===== src/rtl/bit_nibble_packer.sv =====
// rtl/bit_nibble_packer.sv - serial bit to [0:3] nibble packer with flush padding and output register
module bit_nibble_packer #(
  parameter logic PAD_BIT = 1'b0,
  parameter int   CNT_W   = 8
) (
  input  logic             clk,
  input  logic             rst_n,
  input  logic             bit_in,
  input  logic             bit_valid,
  output logic             bit_ready,
  input  logic             flush,
  output logic [0:3]       nibble,
  output logic             nibble_valid,
  input  logic             nibble_ready,
  output logic             nibble_partial,
  output logic [CNT_W-1:0] nibble_cnt
);

  typedef enum logic {S_FILL, S_FLUSH_PEND} state_t;

  state_t     state, state_nxt;
  logic [1:0] fill, fill_after, fill_nxt;
  logic [0:3] asm_q, asm_nxt, merged, padded, load_data;
  logic       slot_free, accept, load, load_partial;

  always_comb begin
    slot_free    = !nibble_valid || nibble_ready;
    bit_ready    = (state == S_FILL) && ((fill != 2'd3) || slot_free);
    accept       = bit_valid && bit_ready;
    merged       = asm_q;
    if (accept) merged[fill] = bit_in;
    // fill wraps 3 -> 0 exactly when a nibble completes
    fill_after   = fill + {1'b0, accept};
    padded       = merged;
    for (int i = 0; i < 4; i++) begin
      if (i >= int'(fill_after)) padded[i] = PAD_BIT;
    end

    state_nxt    = state;
    fill_nxt     = fill_after;
    asm_nxt      = merged;
    load         = 1'b0;
    load_data    = nibble;
    load_partial = nibble_partial;

    case (state)
      S_FILL: begin
        if (accept && (fill == 2'd3)) begin
          load         = 1'b1;
          load_data    = merged;
          load_partial = 1'b0;
        end else if (flush && (fill_after != 2'd0)) begin
          if (slot_free) begin
            load         = 1'b1;
            load_data    = padded;
            load_partial = 1'b1;
            fill_nxt     = 2'd0;
          end else begin
            state_nxt = S_FLUSH_PEND;
            asm_nxt   = padded;
          end
        end
      end
      S_FLUSH_PEND: begin
        if (slot_free) begin
          load         = 1'b1;
          load_data    = asm_q;
          load_partial = 1'b1;
          fill_nxt     = 2'd0;
          state_nxt    = S_FILL;
        end
      end
      default: state_nxt = S_FILL;
    endcase
  end

  always_ff @(posedge clk or negedge rst_n) begin
    if (!rst_n) begin
      state          <= S_FILL;
      fill           <= 2'd0;
      asm_q          <= 4'b0;
      nibble         <= 4'b0;
      nibble_valid   <= 1'b0;
      nibble_partial <= 1'b0;
      nibble_cnt     <= '0;
    end else begin
      state <= state_nxt;
      fill  <= fill_nxt;
      asm_q <= asm_nxt;
      if (load) begin
        nibble         <= load_data;
        nibble_partial <= load_partial;
        nibble_valid   <= 1'b1;
      end else if (nibble_ready) begin
        nibble_valid <= 1'b0;
      end
      if (nibble_valid && nibble_ready) nibble_cnt <= nibble_cnt + CNT_W'(1);
    end
  end

endmodule


===== config.mk =====
export PLATFORM = sky130hd
export DESIGN_NAME = bit_nibble_packer
export DESIGN_NICKNAME = d
export VERILOG_FILES = /design/src/rtl/bit_nibble_packer.sv
export SDC_FILE = /design/constraint.sdc
export NUM_CORES = 1
export LEC_CHECK = 0
export BUFFER_PORTS_ARGS = -buffer_cell sky130_fd_sc_hd__buf_4
export CAP_MARGIN = 20
export CELL_PAD_IN_SITES_DETAIL_PLACEMENT = 0
export CELL_PAD_IN_SITES_GLOBAL_PLACEMENT = 1
export CORE_MARGIN = 2
export CORE_UTILIZATION = 30
export CTS_CLUSTER_SIZE = 40
export DETAILED_ROUTE_END_ITERATION = 10
export GPL_TIMING_DRIVEN = 1
export PLACE_DENSITY_LB_ADDON = 0.1
export SLEW_MARGIN = 40
export SYNTH_ARGS = -nofsm -noshare
export SYNTH_HDL_FRONTEND = slang
export SYNTH_SLANG_ARGS = --single-unit
export TNS_END_PERCENT = 100

===== constraint.sdc =====
create_clock -name clk -period 2.6 [get_ports clk]
set_clock_uncertainty 0.1 [all_clocks]
set_input_delay 0.26 -clock clk [delete_from_list [all_inputs] [get_ports clk]]
set_output_delay 0.26 -clock clk [all_outputs]
set_load 0.005 [all_outputs]

=== Word level (Yosys, flattened, before mapping) ===
Cells that the tools add are included.

* RAM bits: 0
* Word-level logic and storage cells: 68
* Latch bits: 0
* Memories: 0
* Bits of input ports: 6
* Output and inout port bits: 15
* Flip-flop bits (word level): 21
* Memory bits (read-only): 0

* Multiply operators: 0
* Eq/ne operators: 5
* Div/mod/pow operators: 0
* Reductions and logical operators: 13
* Bitwise logic cells: 2
* $lt $le $gt $ge: 5
* Add/sub/neg operators: 2
* Shift operators: 0
* Muxes and demuxes: 34

{| class="wikitable"
|+ Operator list
! operator !! number
|-
| 2-to-1 mux 4 bit || 9
|-
| 2-to-1 mux 1 bit || 15
|-
| adder 8 x 1 -> 8 bit, second input constant || 1
|-
| one-hot mux 4 bit (2 select lines) || 1
|-
| logical AND 1 bit || 6
|-
| 2-to-1 mux 2 bit || 3
|-
| one-hot mux 1 bit (2 select lines) || 3
|-
| bitwise mux 4 bit || 1
|-
| >= comparator 1 x 2 -> 1 bit, first input constant || 2
|-
| one-hot mux 2 bit (2 select lines) || 1
|-
| AND reduction 4 bit || 1
|-
| nonzero test 2 bit || 2
|-
| >= comparator 3 bit, second input constant || 1
|-
| < comparator 3 x 1 -> 1 bit, second input constant || 1
|-
| != test 3 x 1 -> 1 bit, second input constant || 1
|-
| != test 3 x 2 -> 1 bit, second input constant || 1
|-
| NOT 2 -> 3 bit || 1
|-
| adder 2 x 1 -> 2 bit || 1
|-
| demux 1 bit (select 2 bit) || 1
|-
| equality test 2 bit, second input constant || 1
|-
| >= comparator 2 bit, first input constant || 1
|-
| logical OR 1 bit || 2
|-
| != test 2 x 1 -> 1 bit, second input constant || 1
|-
| != test 2 bit, second input constant || 1
|-
| other kinds (3) || 3
|}

=== Logic depth before layout (Yosys ltp) ===
Gate-level depths: netlist (run 1).

* Word-level depth: 12
* Depth in mapped cells: 8
* Gate-level depth less buffers: 7

=== Least setup slack after synthesis (run 1) ===
OpenSTA, ideal clock, no wires.

* Path kind: reg-to-reg
* From: register state
* To: register nibble[0] (netlist bit)
* Path buffers: 0
* Data arrival time: 1.766 ns
* Required time: 2.375 ns
* Library setup time: 0.125 ns
* Setup slack: 0.610 ns
* Period minus slack after synthesis: 1.990 ns
* Stages on the path, launching flop included: 8
* Cell sequence: dfrtp_1 > and2b_1 > o21a_1 > ha_1 > xor2_4 > o21ai_2 > a21oi_4 > mux2_2

* Cells in the longest elaborated chain, start to end: 10
* Elaborated cells between the ends (all ways): 21
* Those cells by class: 1 x add/sub; 1 x order compare; 3 x eq/ne; 9 x mux; 1 x bitwise; 6 x reduce/logical

{| class="wikitable"
|+ RTL lines
! element !! line !! RTL
|-
| from (decl) || 21 || <nowiki>state_t state, state_nxt;</nowiki>
|-
| from (signal assigned) || 87 || <nowiki>state <= state_nxt;</nowiki>
|-
| NOT 1 bit || - ||
|-
| logical AND 1 bit || 28 || <nowiki>bit_ready = (state == S_FILL) && ((fill != 2'd3) || slot_free);</nowiki>
|-
| logical AND 1 bit || 29 || <nowiki>accept = bit_valid && bit_ready;</nowiki>
|-
| adder 2 x 1 -> 2 bit || 33 || <nowiki>fill_after = fill + {1'b0, accept};</nowiki>
|-
| >= comparator 1 x 2 -> 1 bit / nonzero test 2 bit (equally long branches) || 36, 52 ||
|-
| 2-to-1 mux 1 bit / logical AND 1 bit (equally long branches) || 36, 52 ||
|-
| 2-to-1 mux 4 bit / 2-to-1 mux 1 bit (equally long branches) || 53, 52 ||
|-
| 2-to-1 mux 4 bit / 2-to-1 mux 1 bit (equally long branches) || 52, 48 ||
|-
| 2-to-1 mux 4 bit / one-hot mux 1 bit (2 select lines) (equally long branches) || 48, 46 ||
|-
| one-hot mux 4 bit (2 select lines) / AND reduction 4 bit (equally long branches) || - ||
|-
| to (signal assigned) || 91 || <nowiki>nibble <= load_data;</nowiki>
|-
| to (decl) || 12 || <nowiki>output logic [0:3] nibble,</nowiki>
|}

Several ways; a longest one is shown, not always the timed one. The select of a mux whose other input is x is not followed.
A chain may end at the register's enable or synchronous reset.

=== Worst setup path after layout (run 1) ===
* From: register nibble_valid
* To: register nibble[1] (netlist bit)

* Cells in the longest elaborated chain, start to end: 12
* Elaborated cells between the ends (all ways): 24
* Those cells by class: 1 x add/sub; 1 x order compare; 3 x eq/ne; 10 x mux; 9 x reduce/logical

{| class="wikitable"
|+ RTL lines
! element !! line !! RTL
|-
| from (decl) || 13 || <nowiki>output logic nibble_valid,</nowiki>
|-
| from (signal assigned) || 83 || <nowiki>nibble_valid <= 1'b0;</nowiki>
|-
| from (signal assigned) || 93 || <nowiki>nibble_valid <= 1'b1;</nowiki>
|-
| from (signal assigned) || 95 || <nowiki>nibble_valid <= 1'b0;</nowiki>
|-
| zero test 1 bit * || 27 || <nowiki>slot_free = !nibble_valid || nibble_ready;</nowiki>
|-
| logical OR 1 bit * || 27 ||
|-
| logical OR 1 bit || 28 ||
|-
| logical AND 1 bit || 28 ||
|-
| logical AND 1 bit || 29 ||
|-
| adder 2 x 1 -> 2 bit || 33 ||
|-
| >= comparator 1 x 2 -> 1 bit / nonzero test 2 bit (equally long branches) || 36, 52 ||
|-
| 2-to-1 mux 1 bit / logical AND 1 bit (equally long branches) || 36, 52 ||
|-
| 2-to-1 mux 4 bit / 2-to-1 mux 1 bit (equally long branches) || 53, 52 ||
|-
| 2-to-1 mux 4 bit / 2-to-1 mux 1 bit (equally long branches) || 52, 48 ||
|-
| 2-to-1 mux 4 bit / one-hot mux 1 bit (2 select lines) (equally long branches) || 48, 46 ||
|-
| one-hot mux 4 bit (2 select lines) / AND reduction 4 bit (equally long branches) || - ||
|}

Mark *: on every way between the ends. The rest lies on a longest branch, timed or not. The select of a mux whose other input is x is not followed.

==> results list, run 1 <==
* Number of cells on the worst hold path: 2
- Sorting the synthesized cells by area gives the leading types as sky130_fd_sc_hd__dfrtp_1 50%, sky130_fd_sc_hd__mux2_2 4.3%, sky130_fd_sc_hd__xnor2_1 3.3%.
* Vias in the first global route: 826
- Measured slew at the worst slew-check pin: 0.366 ns
* Fraction of layout instances using a drive strength above 1: between 30% and 40%
- Crit path launch type: register
- Clock Pin Slew Worst Setup and Hold Paths: 0.12 ns
- Synth Net Count: 96
- CTS placed an instance of sky130_fd_sc_hd__clkbuf_4 at the clock tree root.
- Routed length per placed instance: roughly 13 um
- Measured against its own limit, the worst slew margin works out to 75.4%.
- The first routing iteration left 21 violations.
* Antenna cell count: 0
- Maximum vdd drop: 0.000356 V
* Pin count of the biggest net entering global routing: 22
- In the post-synthesis netlist, the cell with the most instances is sky130_fd_sc_hd__dfrtp_1.
* Total Routing Usage GR: 12.5%
- The number of placed instances, taps included, is 154.
- The detailed router placed approximately 750 vias in this run.
- STA classifies the critical path endpoint as a register.
- Synth Area per Inst: 11.9 um2
- TritonCTS built the clock tree.
- Dominant cell type by area after synthesis: sky130_fd_sc_hd__dfrtp_1
- CORE AREA: 3340 um2
- Synthesis inferred 21 register bits.
- After Yosys synthesis, full adders, half adders and majority gates account for 2.38% of the synthesized area.
- Flip-flop cell with the highest count after synthesis: sky130_fd_sc_hd__dfrtp_1
- Number of clock sinks: 21
- Derived from the worst setup path, the maximum achievable clock frequency is approximately 460 MHz.
- Number of enable-type register cells in the synthesized netlist: 0
* IO Port Bufs: 20
- Status: complete, no violations
* Hold slack final: 0.130 ns
- Dividing total power by cell area gives a power density of 1050 nW/um2.
- The floorplan has 21 rows.
- In this run the critical register-to-register path is captured at nibble[1].
- Max Root-Sink Buffers: 2
* I/O pin total: 21
- In this run the most critical hold path is launched from bit_in.
- The final hold violation count is 0.
* Wire length after detailed routing: 2.10 mm
- Initial core utilization: around a third
* Area enclosed by the die boundary: 3990 um2
- Main combinational cell family by area after synthesis: simple AND/OR/NAND/NOR gates
* Number of remaining DRC errors: 0
- Synthesis warning total: 0
- Critical path class: reg2reg
* Synth-to-Final Area Change: 22.6%
- Basic-gate share of the synthesized area counting and, or, nand and nor cells: 15.6%
- At the worst endpoint, the arrival time is 2.27 ns.
- At the end of the flow, the number of nets in the layout was 122.
- Setup repair after global routing left no endpoint under its margin.
* CP Data Required Time: 2.70 ns
- The worst path needs 2.16 ns of the cycle, external delays included.
* Cell Count, Final, Fillers Out: 159
* Wire length of the first global-routing pass: around 3.9 mm
- Setup slack on the worst reg-to-reg path comes out at around 0.44 ns.
- Counting cells, the worst reg-to-reg path comes to 7.
* Die outline width: 63.2 um
- Syn Std Cell Area: 1050 um2
- Final setup violation count: 0
* Fill cell instance count of the final layout: 345
* Reg2reg start: nibble_valid
* Antenna violations before repair: 0
- Iteration count of the initial detailed-routing pass: 4
- Height of the die: 63.2 um
* Worst hold path endpoint: asm_q[0]
- Of the synthesized area, sequential elements account for 50.1%.
- The congestion estimate from routability-driven global placement came to 0.703.
- Number of distinct library cell variants in the gate-level netlist after synthesis: 31
* Post-DR vias/cell: 4.70
- Compound-Gate Fraction of Synth Area: 11.9%
- The tightest min-delay check is of the in2reg type.
- Buffers inserted during clock tree synthesis total 3.
- Max Cap Violations: 0
- Remaining antenna violation count: 0
- Of the post-synthesis cell area, the part taken by muxes is 8.70%.
- After layout, the worst path uses 83.2% of the clock period.
* Pins Over Slew Limit: 0
- Static power due to leakage: 0.586 nW
* GRT overflow: 0
- Async SR Flop Fraction: 100%
- CTS built an H-tree with a depth of 1.
- Along the worst path, the maximum fanout reaches 6.
- Clock network latency to the later pin of the worst-skew pair: 0.30 ns
- DP Wirelength: between 1.5 and 2 mm
- Ranked by instance count, the synthesized netlist is headed by 21 x sky130_fd_sc_hd__dfrtp_1, 9 x sky130_fd_sc_hd__nand2_1, 5 x sky130_fd_sc_hd__nand3_1.
- Synthesis handed over a netlist of 88 instances.
* Total negative slack: 0 ns
- Summed over its instances, the top area cell type makes up 50.1% of the synthesized netlist area.
* Fraction of synthesized cell area in xor and xnor cells: 8.46%
* Gates resized, CTS repair: 0
## worst max path at each step
stage	start	endpoint	slack, ns	depth (start not counted)
floorplan	state	nibble[0]	0.61	7
global placement	nibble_ready	nibble[2]	0.44	8
detailed placement	nibble_ready	nibble[1]	0.41	8
CTS	nibble_valid	nibble[1]	0.43	7
global route	nibble_valid	nibble[0]	0.29	7
finish	nibble_valid	nibble[1]	0.44	7
## cells in the final DEF, fill, tap and decap left out, types with 2 or more instances in the layout
master,count
sky130_fd_sc_hd__xnor2_1,4
sky130_fd_sc_hd__xor2_1,3
sky130_fd_sc_hd__nor3_1,2
sky130_fd_sc_hd__mux2i_1,2
sky130_fd_sc_hd__dfrtp_1,21
sky130_fd_sc_hd__mux2_2,4
sky130_fd_sc_hd__o21a_1,4
sky130_fd_sc_hd__inv_1,2
sky130_fd_sc_hd__nand3_1,5
sky130_fd_sc_hd__and2b_1,2
sky130_fd_sc_hd__a31oi_1,4
sky130_fd_sc_hd__ha_1,2
sky130_fd_sc_hd__a21oi_1,2
sky130_fd_sc_hd__and4bb_1,2
sky130_fd_sc_hd__clkbuf_4,3
sky130_fd_sc_hd__nand2_1,9
sky130_fd_sc_hd__buf_4,22
sky130_fd_sc_hd__nor2_1,4
## registers in the layout, summed over array words and instances (netlist names)
register / count
nibble_valid: 1
nibble: 4
fill: 2
state: 1
asm_q: 4
nibble_partial: 1
nibble_cnt: 8
## critical path, stage by stage, from the launching register on
cell                       delay (ns)
sky130_fd_sc_hd__dfrtp_1         0.43
sky130_fd_sc_hd__nand2b_1        0.18
sky130_fd_sc_hd__o21a_1          0.22
sky130_fd_sc_hd__ha_1            0.23
sky130_fd_sc_hd__xor2_4          0.20
sky130_fd_sc_hd__o21ai_2         0.11
sky130_fd_sc_hd__a21oi_4         0.22
sky130_fd_sc_hd__mux2_2          0.36
## metal layers
layer  wire (um)  track usage, %  vias up
met5           0               0        -
met4          37            6.11        0
met3          71            2.50        4
met2        1030            19.8       14
met1         958            16.3      367
li1            -               -      362
## per-stage QoR
step | worst slack [ns] | instance area (um2) | power, mW | util [%]
floorplan | 0.610 | 1050 | 0.974 | -
global placement | 0.441 | 1250 | 1.19 | 37.5
detailed placement | 0.410 | 1250 | 1.20 | 37.5
CTS | 0.432 | 1290 | 1.37 | 38.6
global route | 0.291 | 1290 | 1.48 | 38.6
finish | 0.437 | 1290 | 1.35 | 38.6
## cells by family after synthesis
kind of cell               count (synthesis)
AOI/OAI and AO/OA                         17
xor gates and xnor gates                   8
adders and majority gates                  2
buffers and inverters                      4
DFF                                       21
muxes                                      8
and+or+nand+nor                           28
## where the power goes
group / leakage (nW) / internal (mW) / total (mW) / switching, mW
combinational: 0.302 / 0.333 / 0.628 / 0.295
clock: 0.0177 / 0.0573 / 0.161 / 0.104
sequential: 0.267 / 0.450 / 0.559 / 0.108
total: 0.586 / 0.841 / 1.35 / 0.507
## final cells by class
cell class	instances	area (um2)	share of cell area, %
clock buffers	3	22.5	1.75
multi-input cells	63	494	38.4
inverters	2	7.51	0.583
repair buffers	23	175	13.6
flip-flops and latches	21	526	40.8
clock inverters	1	5.00	0.389
well taps	46	57.6	4.47
## repair_timing
item	CTS	global route
hold endpoints to repair	21	0
hold buffers	1	0
buffers inserted	0	0
Power figures use the tool's default switching activity.
==> run 2, diff against run 1 <==
- clock period: 2.6 -> 2 ns (I/O delays scaled with it)
==> run 2 against run 1 <==
Compared with the run above: global-route usage down 0.85 points; design area up 8.6%; clock power up 28%; via count up 8.0%; worst hold slack worse by 0.065 ns; critical path depth unchanged; maximum frequency up 9.0%; first-iteration DRC count up 14%; largest power group unchanged.
==> results list, run 2 (same netlist as run 1, synthesis figures left out) <==
- Clock share of power: 10.6% (-1.3 points)
- Critical Path Source: state
- Worst Setup End Kind: register
- Total vias in the final route: 807 (+8.0%)
- The horizontal die dimension is 63.2 um (unchanged).
- Largest fanout on the critical path: 5 (-1)
- Crit path launch type: register
- Global-route met1 utilization: 13.7% (-2.6 points)
- The flip-flop count of the largest register after layout was 8 (unchanged).
- Portion of total power attributed to combinational logic: 53.7% (+7.1 points)
- Maximum clock frequency: 504 MHz (+9.0%)
* Top library cells by usage in the layout, fill and taps aside: 34 x sky130_fd_sc_hd__buf_4, 21 x sky130_fd_sc_hd__dfrtp_1, 9 x sky130_fd_sc_hd__nand2_1
- The CTS buffer count came to 3 (unchanged).
* Antenna violations before repair: 0 (unchanged)
- The layer flagged by global routing as most heavily used is met2.
- IO Port Bufs: 20 (unchanged)
- TritonCTS clock tree: yes
- DP Wirelength: 1.64 mm (+8.1%)
- The global-route wire length before repair was 3.59 mm (-8.6%).
- Reg with most FFs: nibble_cnt
- Clock network latency to the later pin of the worst-skew pair: 0.30 ns (about the same)
- The worst-case register-to-register setup slack came to 0.02 ns (-0.42 ns).
* Cell-by-cell listing of the critical path: and2b_1 > o21a_1 > ha_4 > xor2_4 > o21ai_4 > a21oi_4 > mux2_2
- The worst setup slack after layout came to 0.0162 ns (-0.421 ns).
- The vertical extent of the die was 63.2 um (unchanged).
* Max Root-Sink Buffers: 2 (unchanged)
- CORE AREA: 3340 um2 (unchanged)
- The count of final max-slew check failures is 0 (unchanged).
* Total negative slack: 0 ns (unchanged)
- The placement row count was 21 (unchanged).
- The worst slack after detailed placement came to -0.0141 ns (-0.424 ns).
- Tot Pwr: 1.95 mW (+45%)
- Maximum vdd drop: 0.000577 V (+62%)
* Critical path class: reg2reg
* Post-DR vias/cell: 4.72 (+0.45%)
- Count of nets after finishing: 134 (+9.8%)
- The via count of the first global-routing pass is 805 (-2.5%).
- Iteration count of the initial detailed-routing pass: 4 (unchanged)
- The shortest period the worst path allows was 1.98 ns (-0.179 ns).
- Initial core utilization: 31.5% (unchanged)
* Max Cap Violations: 0 (unchanged)
* Antenna cell count: 0 (unchanged)
* Net switching share of the total power: 36.1% (-1.5 points)
- The final critical-path share of the clock period is 99.2% (+16 points).
- Wire length after detailed routing: 2.17 mm (+3.2%)
- The detailed-route DRC error count is 0 (unchanged).
- The endpoint identified for the worst register-to-register timing path is nibble[1].
* Total Routing Usage GR: 11.7% (-0.85 points)
- The number of setup violations in the final report was 0 (unchanged).
- PD cells: 1390 nW/um2 (+33%)
- Library cell used as clock root buffer: sky130_fd_sc_hd__clkbuf_4
* Met3 global-route usage: 3.75% (+1.2 points)
* Reg2reg start: state
- Status: complete, no violations
- RSZ-0062 raised after global routing: yes
- Final-report hold violation count: 0 (unchanged)
- Pint: 1.24 mW (+48%)
- Measured slew at the worst slew-check pin: 0.303 ns (-0.0629 ns)
* Static power due to leakage: 0.646 nW (+10%)
- Hold slack final: 0.0644 ns (-0.0652 ns)
- Slowest cell on the critical path: sky130_fd_sc_hd__dfrtp_1
- Routed length per placed instance: 12.7 um (-4.0%)
* Number of clock sinks: 21 (unchanged)
- Worst hold path endpoint: asm_q[0]
- The antenna violation net count after detailed routing is 0 (unchanged).
* Number of cells on the worst hold path: 2 (unchanged)
- The clock slew at the register clock pins of the worst setup and hold paths is 0.12 ns (about the same).
- The number of DRC markers in iteration 0 was 24 (+14%).
- Fill cell instance count of the final layout: 360 (+4.3%)
- Compared with the post-synthesis result, the final layout area differs by 33.1%.
* Fraction of layout instances using a drive strength above 1: 39.2% (+7.3 points)
- Largest stage delay on the critical path: 0.39 ns (-0.04 ns)
* Most common cell after layout, fill and taps aside: sky130_fd_sc_hd__buf_4
- The endpoint required time on the critical path came to 2.10 ns (-0.60 ns).
- Switching component of the power: 705 uW (+39%)
- Count of cells along the worst register-to-register path: 7 (unchanged)
* Worst Min Path Start: bit_in
- The weighted congestion at the end of routability-driven global placement is 0.776 (+10%).
- The global-route met2 utilization was 19.9% (+0.13 points).
* GRT overflow: 0 (unchanged)
- The remaining max-slew budget at the tightest pin was 79.7% (+4.3 points).
- The arrival time at the worst endpoint is 2.09 ns (-0.18 ns).
* Registers with the most flip-flops: nibble_cnt: 8 flops, asm_q: 4 flops, nibble: 4 flops
* Class of the tightest hold or removal check: in2reg
* CTS H-tree lvls: 1 (unchanged)
* Pin count of the biggest net entering global routing: 22 (unchanged)
- Area enclosed by the die boundary: 3990 um2 (unchanged)
* Power share of the sequential group: 35.7% (-5.8 points)
- I/O pin total: 21 (unchanged)
-- run 2: changes by cell type in the layout (fill, tap and decap cells not counted), sizes merged --
| cell | delta |
|---|---|
| buf | +12 |
-- run 2: power by group through the flow --
stage	Combinational, mW	Sequential [mW]	Clock, mW
2_1_floorplan	0.542	0.724	0
3_3_place_gp	0.960	0.702	0
3_5_place_dp	0.965	0.707	0
4_1_cts	1.03	0.699	0.217
5_1_grt	1.14	0.723	0.237
6_report	1.05	0.697	0.206
-- run 2: layer usage --
| metal | wire [um] | vias to the layer above |
|---|---|---|
| li1 | - | 387 |
| met1 | 941 | 396 |
| met2 | 1090 | 19 |
| met3 | 104 | 5 |
| met4 | 27 | 0 |
| met5 | 0 | - |
-- run 2: worst max-delay path by stage --
stage / endpoint / slack, ns / cells after the start
floorplan: nibble[0] / 0.01 / 7
global placement: nibble[1] / 0.04 / 7
detailed placement: nibble[1] / -0.01 / 7
CTS: nibble[1] / -0.02 / 7
global route: nibble[0] / -0.1 / 7
finish: nibble[1] / 0.02 / 7
-- run 2: area by class of cell --
cell class | instances | area [um2] | share of cell area (%)
clock buffer | 3 | 22.5 | 1.61
sequential | 21 | 526 | 37.6
timing repair buffer | 35 | 265 | 19.0
clock inverter | 1 | 5.00 | 0.358
tap | 46 | 57.6 | 4.12
multi-input combinational | 63 | 514 | 36.8
inverter | 2 | 7.51 | 0.537
-- run 2: per-stage QoR --
step	instances	instance area, um2	util, %
2_1_floorplan	88	1050	-
3_3_place_gp	163	1320	39.5
3_5_place_dp	163	1320	39.5
4_1_cts	169	1380	41.4
5_1_grt	171	1400	41.9
6_report	171	1400	41.9
-- run 2: what timing repair did --
| item | CTS | global route |
|---|---|---|
| resized for setup | 3 | 0 |
| endpoints found under the setup margin | 4 | 4 |
| hold buffers | 1 | 0 |
| endpoints found under the hold margin | 21 | 0 |
| pin swaps | 1 | 1 |
| buffers inserted | 1 | 2 |
-- run 2: critical path, delay by kind of cell, from the launching register on --
kind                       cells  cell delay (ns)
AOI/OAI and AO/OA              3             0.45
DFF                            1             0.39
muxes                          1             0.36
and+or+nand+nor                1             0.21
xor gates and xnor gates       1             0.21
adders and majority gates      1             0.16
==> run 3, diff against run 2 <==
- ABC_AREA: unset -> 1
- CTS_BUF_LIST: unset -> sky130_fd_sc_hd__clkbuf_4
==> run 3 against run 2 <==
Compared with the run above: synthesized cell count rose by 44%; sequential share of layout area fell by 0.10 points; global-route usage rose by 0.35 points; synthesized area rose by 3.9%; worst hold slack improved by 0.053 ns; critical endpoint is now nibble[2]; largest cell class unchanged.
==> results list, run 3 <==
* Flip-flop cell with the highest count after synthesis: sky130_fd_sc_hd__dfrtp_1
* Top library cells by usage in the layout, fill and taps aside: 35 x sky130_fd_sc_hd__nand2_1, 26 x sky130_fd_sc_hd__buf_4, 21 x sky130_fd_sc_hd__dfrtp_1
- The area of the mapped netlist was 1090 um2 (+3.9%).
- Die outline width: 64.3 um (+1.8%)
* Maximum clock frequency: 545 MHz (+8.2%)
* I/O pin total: 21 (unchanged)
- Maximum vdd drop: 0.000438 V (-24%)
- Worst Setup End Kind: register
- The maximum count of clock buffers along a single path came to 2 (unchanged).
* Clock Pin Slew Worst Setup and Hold Paths: 0.12 ns (about the same)
* Ranking of synthesized cells by instance count: 36 x sky130_fd_sc_hd__nand2_1, 21 x sky130_fd_sc_hd__dfrtp_1, 17 x sky130_fd_sc_hd__inv_1
- Vias in the first global route: 887 (+10%)
- Pre-CTS setup slack: 0.103 ns (+0.117 ns)
* Placed Cells incl. Taps: 198 (+21%)
- TritonCTS clock tree: yes
- The count of filler cells inserted in the layout was 363 (+0.83%).
- IO Port Bufs: 20 (unchanged)
- The shortest period the worst path allows was 1.83 ns (-0.150 ns).
- Antenna cell count: 0 (unchanged)
* Placement-stage cell area: 1340 um2 (+1.4%)
- Data arrival at the endpoint of the critical path: 1.93 ns (-0.16 ns)
* Async SR Flop Fraction: 100% (unchanged)
- The count of final max-slew check failures is 0 (unchanged).
* Max Cap Violations: 0 (unchanged)
- Final setup violation count: 0 (unchanged)
* Number of distinct library cell variants in the gate-level netlist after synthesis: 20 (-35%)
- The number of warning messages in the yosys log is 0 (unchanged).
- TritonCTS Buffers: 3 (unchanged)
- Most common cell after layout, fill and taps aside: sky130_fd_sc_hd__nand2_1
- The critical path is of the reg2reg type.
* Cell with the most instances after synthesis: sky130_fd_sc_hd__nand2_1
- Number of clock sinks: 21 (unchanged)
- Final-report hold violation count: 0 (unchanged)
- Number of DRC markers after the initial detailed-route iteration: 44 (+83%)
- The total of flip-flops plus latches after synthesis was 21 (unchanged).
* Synth Area per Inst: 8.59 um2 (-28%)
- The post-synthesis cell count came to 127 (+44%).
- The number of enable flip-flop cells after synthesis is 0 (unchanged).
* Gp weighted congestion: 0.764 (-1.4%)
- Number of remaining DRC errors: 0 (unchanged)
- Count of nets after finishing: 167 (+25%)
* Reg with most FFs: nibble_cnt
- The fraction of final layout cells sized beyond drive strength 1 came to 32.9% (-6.3 points).
* CP Data Required Time: 2.10 ns (about the same)
* Cells taking the most area after synthesis: sky130_fd_sc_hd__dfrtp_1 48%, sky130_fd_sc_hd__nand2_1 12%, sky130_fd_sc_hd__inv_1 5.8%
- The area of the die is 4140 um2 (+3.7%).
- The final critical-path share of the clock period came to 91.7% (-7.5 points).
- The via count is 899 (+11%).
- Largest fanout on the critical path: 6 (+1)
- The worst setup slack after layout was 0.166 ns (+0.150 ns).
* Fraction of post-synthesis cell area in the top cell type by area: 48.2% (-1.9 points)
- Class of the tightest hold or removal check: in2reg
- CTS H-tree lvls: 1 (unchanged)
* Routed length per placed instance: 10.9 um (-14%)
- Library cell used as clock root buffer: sky130_fd_sc_hd__clkbuf_4
- Pin count of the biggest net entering global routing: 22 (unchanged)
- The register area came to 526 um2 (unchanged).
- Initial core utilization: 31.9% (+0.48 points)
* Total negative slack: 0 ns (unchanged)
- Crit path launch type: register
* Worst rel slew slack: 82.1% (+2.3 points)
- The flow ran to the end, and the final reports show no timing, DRC or antenna violations.
* Synth Net Count: 135 (+41%)
* Synth-to-Final Area Change: 28.4%
* Wire length of the first global-routing pass: 3.91 mm (+8.8%)
* GRT overflow: 0 (unchanged)
- The clock latency reported for the late side of the worst-skew pair is 0.30 ns (about the same).
- Post-DR vias/cell: 4.41 (-6.6%)
* Antenna violations before repair: 0 (unchanged)
* Wire length after detailed routing: 2.23 mm (+3.1%)
* Iteration count of the initial detailed-routing pass: 4 (unchanged)
- PD cells: 1280 nW/um2 (-8.0%)
- The slew at the pin closest to its max-slew limit is 0.269 ns (-0.0336 ns).
* DP Wirelength: 1.76 mm (+7.7%)
* Site row count: 21 (unchanged)
- The vertical extent of the die was 64.3 um (+1.8%).
* Total Routing Usage GR: 12.0% (+0.35 points)
* Hold slack final: 0.118 ns (+0.0532 ns)
- The antenna violation net count after detailed routing came to 0 (unchanged).
- The number of standard cells in the final layout excluding fillers was 204 (+19%).
- sky130_fd_sc_hd__dfrtp_1 takes more of the synthesized area than any other cell.
* Registers with the most flip-flops: nibble_cnt: 8 flops, asm_q: 4 flops, nibble: 4 flops
- Portion of the post-synthesis area used by sequential elements: 48.2% (-1.9 points)
- The area of combinational cells with multiple inputs was 508 um2 (-1.2%).
- Post-route cell area: 1400 um2 (+0.27%)
* Static power due to leakage: 0.753 nW (+17%)
* Flip-flop count of the largest register after layout: 8 (unchanged)
- The core area came to 3420 um2 (+2.4%).
[run 3: cell types whose count changed after synthesis, moves of 4 or more]
cell / change
sky130_fd_sc_hd__inv_1: +15
sky130_fd_sc_hd__nand2_1: +27
sky130_fd_sc_hd__nand3_1: +6
sky130_fd_sc_hd__o21ai_0: +4
sky130_fd_sc_hd__a31oi_1: -4
sky130_fd_sc_hd__nand2_2: +4
[run 3: metal layers]
layer	track usage (%)	part of all wire, %	up-vias
li1	-	-	467
met1	16.6	52	414
met2	18.9	43	14
met3	2.29	3.8	4
met4	3.99	1.0	0
met5	0	0	-
[run 3: cells by family after synthesis]
| family | after synthesis | share of synthesized area (%) |
|---|---|---|
| simple gates | 67 | 31.1 |
| flops | 21 | 48.2 |
| buf+inv | 20 | 6.88 |
| compound gates | 10 | 5.73 |
| xor+xnor | 6 | 4.82 |
| fa+ha+maj | 2 | 2.29 |
| mux | 1 | 1.03 |
[run 3: repair_timing]
| item | CTS | global route |
|---|---|---|
| endpoints found under the hold margin | 21 | 0 |
| buffers inserted | 0 | 1 |
| hold buffers | 1 | 0 |
| endpoints found under the setup margin | 0 | 7 |
| resized for setup | 0 | 7 |
[run 3: cell type report]
class | count | area share [%]
multi-input cells | 86 | 36.3
well taps | 46 | 4.11
inverters | 20 | 5.54
flip-flops and latches | 21 | 37.5
clock inverters | 1 | 0.357
repair buffers | 27 | 14.6
clock buffers | 3 | 1.61
[run 3: per-stage QoR]
step	util [%]	power, mW
finish	41.0	1.80
global route	41.0	1.98
CTS	40.2	1.78
detailed placement	39.1	1.56
global placement	39.1	1.57
floorplan	-	1.19
[run 3: report_power, final]
part	leakage, nW	total (mW)	internal (mW)	switching, mW
Combinational	0.467	0.899	0.420	0.479
Sequential	0.268	0.692	0.580	0.112
Clock	0.0177	0.206	0.0746	0.132
[run 3: final timing paths]
path                       startpoint       endpoint  slack, ns  cells after the start
setup / recovery              fill[1]      nibble[2]       0.17                     12
hold / removal                 bit_in       asm_q[3]       0.12                      3
hold reg to reg             nibble[3]      nibble[3]       0.40                      2
setup reg to reg              fill[1]      nibble[2]       0.17                     12
max in group asynchronous       rst_n  nibble_cnt[3]       1.39                      2
min in group asynchronous       rst_n       asm_q[3]       0.20                      2
[run 3: critical path: stages, from the launching register on]
cell,delay [ns]
sky130_fd_sc_hd__dfrtp_1,0.40
sky130_fd_sc_hd__nand2_2,0.09
sky130_fd_sc_hd__inv_2,0.05
sky130_fd_sc_hd__nand2_1,0.07
sky130_fd_sc_hd__nand3_2,0.09
sky130_fd_sc_hd__inv_1,0.07
sky130_fd_sc_hd__ha_1,0.24
sky130_fd_sc_hd__inv_2,0.07
sky130_fd_sc_hd__nand3_2,0.10
sky130_fd_sc_hd__nand3_2,0.12
sky130_fd_sc_hd__nand3_4,0.11
sky130_fd_sc_hd__o211ai_1,0.14
sky130_fd_sc_hd__nand2_1,0.07
